`config.mk`:
```
export PLATFORM = sky130hd
export DESIGN_NAME = alu_share_arbiter
export DESIGN_NICKNAME = d
export VERILOG_FILES = /design/src/rtl/alu_share_arbiter.sv
export SDC_FILE = /design/constraint.sdc
export NUM_CORES = 1
export LEC_CHECK = 0
export CORE_MARGIN = 2
export CORE_UTILIZATION = 33
export CTS_BUF_LIST = sky130_fd_sc_hd__clkbuf_8
export DETAILED_ROUTE_END_ITERATION = 16
export PLACE_DENSITY = 0.84
export SLEW_MARGIN = 10
export SYNTH_ARGS = -nofsm -noshare
export SYNTH_HDL_FRONTEND = slang
export SYNTH_SLANG_ARGS = --single-unit
export TNS_END_PERCENT = 30
```
`constraint.sdc`:
```
create_clock -name clk -period 2.1 [get_ports clk]
set_input_delay 0.315 -clock clk [delete_from_list [all_inputs] [get_ports clk]]
set_output_delay 0.315 -clock clk [all_outputs]
set_load 0.02 [all_outputs]
```
`src/rtl/alu_share_arbiter.sv`:
```
// Round-robin arbiter sharing one combinational ALU between two requesters.
// Operands are registered into the ALU on grant, and the result returns one cycle later with a done pulse.
module alu_share_arbiter #(
    parameter int WIDTH = 32,
    parameter int CMD_W = 3
) (
    input  logic             clk,
    input  logic             reset_n,
    input  logic             req0,
    input  logic [CMD_W-1:0] cmd0,
    input  logic [WIDTH-1:0] a0,
    input  logic [WIDTH-1:0] b0,
    input  logic             req1,
    input  logic [CMD_W-1:0] cmd1,
    input  logic [WIDTH-1:0] a1,
    input  logic [WIDTH-1:0] b1,
    output logic             done0,
    output logic             done1,
    output logic [WIDTH-1:0] result,
    output logic             busy,
    output logic [CMD_W-1:0] alu_command,
    output logic [WIDTH-1:0] alu_a,
    output logic [WIDTH-1:0] alu_b,
    input  logic [WIDTH-1:0] alu_result
);

    typedef enum logic [1:0] {IDLE = 2'd0, EXEC = 2'd1, RESP = 2'd2} state_t;

    state_t           state_reg, state_next;
    logic             gnt_id_reg, gnt_id_next;
    logic             last_grant_reg, last_grant_next;
    logic [1:0]       done_reg, done_next;
    logic [CMD_W-1:0] alu_command_reg, alu_command_next;
    logic [WIDTH-1:0] alu_a_reg, alu_a_next;
    logic [WIDTH-1:0] alu_b_reg, alu_b_next;
    logic [WIDTH-1:0] result_reg, result_next;
    logic             grant_port;

    always_ff @(posedge clk or negedge reset_n) begin
        if (!reset_n) begin
            state_reg       <= IDLE;
            gnt_id_reg      <= 1'b0;
            last_grant_reg  <= 1'b1;   // port 0 wins the first tie
            done_reg        <= 2'b00;
            alu_command_reg <= '0;
            alu_a_reg       <= '0;
            alu_b_reg       <= '0;
            result_reg      <= '0;
        end else begin
            state_reg       <= state_next;
            gnt_id_reg      <= gnt_id_next;
            last_grant_reg  <= last_grant_next;
            done_reg        <= done_next;
            alu_command_reg <= alu_command_next;
            alu_a_reg       <= alu_a_next;
            alu_b_reg       <= alu_b_next;
            result_reg      <= result_next;
        end
    end

    always_comb begin
        state_next       = state_reg;
        gnt_id_next      = gnt_id_reg;
        last_grant_next  = last_grant_reg;
        alu_command_next = alu_command_reg;
        alu_a_next       = alu_a_reg;
        alu_b_next       = alu_b_reg;
        result_next      = result_reg;
        grant_port       = 1'b0;
        case (state_reg)
            IDLE: begin
                if (req0 || req1) begin
                    grant_port       = (req0 && req1) ? ~last_grant_reg : req1;
                    gnt_id_next      = grant_port;
                    last_grant_next  = grant_port;
                    alu_command_next = grant_port ? cmd1 : cmd0;
                    alu_a_next       = grant_port ? a1 : a0;
                    alu_b_next       = grant_port ? b1 : b0;
                    state_next       = EXEC;
                end
            end
            EXEC: begin
                result_next = alu_result;
                state_next  = RESP;
            end
            RESP:    state_next = IDLE;
            default: state_next = IDLE;
        endcase
    end

    // done is raised only for the granted port during the EXEC->RESP transfer
    generate
        for (genvar gi = 0; gi < 2; gi++) begin : g_done
            assign done_next[gi] = (state_reg == EXEC) && (gnt_id_reg == 1'(gi));
        end
    endgenerate

    assign done0       = done_reg[0];
    assign done1       = done_reg[1];
    assign result      = result_reg;
    assign busy        = (state_reg == EXEC) || (state_reg == RESP);
    assign alu_command = alu_command_reg;
    assign alu_a       = alu_a_reg;
    assign alu_b       = alu_b_reg;

endmodule
```
==> flow_summary_export.csv <==
group,metric,value,unit
status,status,"completed",
pwr,sw_frac_of_total,40.3,%
min_path,hold_path_class,"register to register",
clocking,root_buffer,"clkbuf_8",
final_layout,insertedDiodeCount,0,
grt,grt_start_max_net_pins,42,
routing,wire_per_inst,15.6,µm
final_layout,layout-drive-gt1-share,9.38,%
final_layout,post-route-util,57.8,%
pwr,power,11.1,mW
critical_path,crit_type,"register to output port",
pwr,p_leak,3.19,nW
clocking,clk_latency,0.38,ns
grt,grt_pass1_wl,22000,µm
timing,worst_pin_slew,0.582,ns
grt,antenna_found_initial,0,
pwr,clkPwrFrac,10.7,%
min_path,min_from,"gnt_id_reg$_DFFE_PN0P_",
critical_path,critPathMaxFanout,2,
routing,ant_nets,0,
logic_synthesis,avgSynthCellArea,9.78,µm²
timing,slew_headroom,61.2,%
routing,wl,14100,µm
grt,grt_pass1_vias,4423,
timing,hold_slack,0.463,ns
critical_path,path_cells,"clkdlybuf4s50_1",
clocking,clk_path_buf_depth,2,
routing,drtPass1Iterations,5,
floorplanning,io_pins,272,
pwr,p_seq_share,32.4,%
critical_path,start_kind,"register",
routing,via_count,4304,
logic_synthesis,yosysUniqueCellTypes,21,
routing,drc_errors,0,
logic_synthesis,synth_warnings,0,
grt,grt_use_total,19.4,%
placed_design,place_area,7460,µm²
logic_synthesis,ys_seq_elements,105,
routing,vias_per_cell,4.78,
timing,finalSetupTns,0,ns
floorplanning,dieArea,14500,µm²
timing,period_minus_slack,1.71,ns
placed_design,numPortBuffers,271,
final_layout,nNetsFinal,893,
job,drv_cap,0,
critical_path,rr_worst_depth,6,
floorplanning,die_w,120,µm
timing,slew_violations,0,
pwr,p_switching,4.46,mW
logic_synthesis,synth_fp_nets,630,
pwr,irDropWorstVdd,0.598,mV
timing,hold_violations,0,
floorplanning,rows,42,
min_path,min_path_cells,1,
pwr,power.share.combinational,56.9,%
timing,clock.fmax,586,MHz
logic_synthesis,ys_seq_area_share,58.8,%
placed_design,dp_hpwl,10300,µm
clocking,cts_tree,"done",
floorplanning,dieHeight,120,µm
routing,drtIter0Drc,210,
logic_synthesis,syn_area,4470,µm²
final_layout,synthToLayoutAreaGrowth,71.2,%
pwr,p_per_area,1450,nW/µm²
timing,setup_viol,0,
grt,gr-total-overflow,0,
timing,final.setup_skew,0.0103,ns
critical_path,rr_startpoint,"state_reg[0]$_DFFE_PN0P_",
critical_path,critPathCaptureType,"output port",
clocking,htree_levels,3,
timing,fin_crit_sh,81.2,%
critical_path,rr_endpoint,"alu_b[14]$_DFFE_PN0P_",
critical_path,max_stage_delay,0.64,ns
critical_path,slowest_stage,"clkdlybuf4s50_1",
critical_path,r2r_setup_slack,0.49,ns
timing,rsz0062_at_grt,"no",
pwr,p_int,6.61,mW
placed_design,globalplace.congestion,0.742,
clocking,cts_buffers,9,
min_path,worstHoldEndpoint,"done_reg[0]$_DFF_PN0_",
critical_path,crit_buf_inv,1,
critical_path,worstPathRequired,1.78,ns
clocking,cts.clk_slew.worst_paths,0.10,ns
critical_path,arrival,1.39,ns
clocking,clock-sinks,105,
critical_path,crit_family,"buffers and inverters",
logic_synthesis,syn-instance-count,457,
floorplanning,start_util,33.7,%
final_layout,final_area,7650,µm²
floorplanning,core,13200,µm²
[metrics by stage]
stage          std cells  setup WS [ns]
2_1_floorplan        457          0.608
4_1_cts              901         0.0252
5_1_grt              901          0.310
3_5_place_dp         884          0.251
3_3_place_gp         884          0.317
6_report             901          0.395
[logic make-up after synthesis]
| logic type | share of synthesized area [%] |
|---|---|
| AO/OA/AOI/OAI | 16.5 |
| adder cells (fa/ha/maj) | 0.840 |
| buffers and inverters | 3.84 |
| flip-flops | 58.8 |
| multiplexers | 8.32 |
| AND/OR/NAND/NOR | 11.7 |
[Yosys cell counts]
cell type  number  share of area [%]
nor2b_1         1               0.14
ha_1            3               0.84
and2_1          1               0.14
o21a_1          1               0.17
a21boi_0        1               0.17
a21oi_1       135                 15
buf_4           3               0.50
clkbuf_2        1               0.11
a21bo_2         1               0.22
dfrtp_1       104                 58
o21ai_2         1               0.20
mux2_2         33                8.3
a31oi_1         1               0.14
inv_1           2               0.17
a21boi_2        1               0.25
a22o_1          1               0.20
clkbuf_1       11               0.92
nand2_1        68                5.7
nor2_1         68                5.7
dfstp_2         1               0.59
buf_2          19                2.1
[timing repair]
| action | in CTS | in global routing |
|---|---|---|
| gates resized for setup | 0 | 1 |
| setup endpoints to repair | 0 | 1 |
| endpoints found under the hold margin | 34 | 0 |
| hold buffers | 1 | 0 |
| setup buffers | 0 | 0 |
[layout make-up]
| type | instances | area (µm²) |
|---|---|---|
| flip-flops and latches | 105 | 2630 |
| well taps | 176 | 220 |
| multi-input cells | 316 | 1680 |
| fillers | 1164 | 5590 |
| clock buffers | 10 | 138 |
| repair buffers | 286 | 2930 |
| inverters | 2 | 7.51 |
| clock inverters | 6 | 45.0 |
[how the worst max path moves through the flow]
stage                             startpoint                      to  slack [ns]  depth (start not counted)
global route           alu_b[17]$_DFFE_PN0P_               alu_b[17]        0.31                          1
finish                 alu_b[17]$_DFFE_PN0P_               alu_b[17]        0.39                          1
CTS                 state_reg[0]$_DFFE_PN0P_                    busy        0.03                          3
global placement                        req1   alu_b[27]$_DFFE_PN0P_        0.32                          5
detailed placement                      req1    alu_b[1]$_DFFE_PN0P_        0.25                          5
floorplan           state_reg[1]$_DFFE_PN0P_  result[10]$_DFFE_PN0N_        0.61                          5
[per-layer routing]
metal  vias up  global-route usage [%]  wire [µm]  part of all wire (%)
li1       2054                       -          -                     -
met1      2045                    23.3       5590                    40
met2       185                    32.6       7010                    50
met3        20                    5.94       1210                   8.6
met4         0                    7.34        285                   2.0
met5         -                       0          0                     0
[cells in the final DEF (no fill, tap or decap), drive strengths merged]
cell type	n
clkinv	3
dlygate4sd3	1
a22o	1
and2	1
nand2	68
o21ai	1
mux2	33
nor2b	1
dlymetal6s2s	1
a21boi	2
a21bo	1
nor2	68
clkdlybuf4s50	269
inv	3
buf	15
o21a	1
clkinvlp	2
clkbuf	10
ha	3
dfstp	1
dfrtp	104
a21oi	135
a31oi	1
[power by group through the flow]
| stage | clock, mW | sequential, mW | combinational (mW) |
|---|---|---|---|
| detailed placement | 0 | 3.64 | 6.36 |
| global route | 1.35 | 3.72 | 6.76 |
| CTS | 1.23 | 3.59 | 6.38 |
| global placement | 0 | 3.58 | 6.28 |
| floorplan | 0 | 4.82 | 2.10 |
| finish | 1.18 | 3.58 | 6.30 |
(Power assumes the default switching activity.)
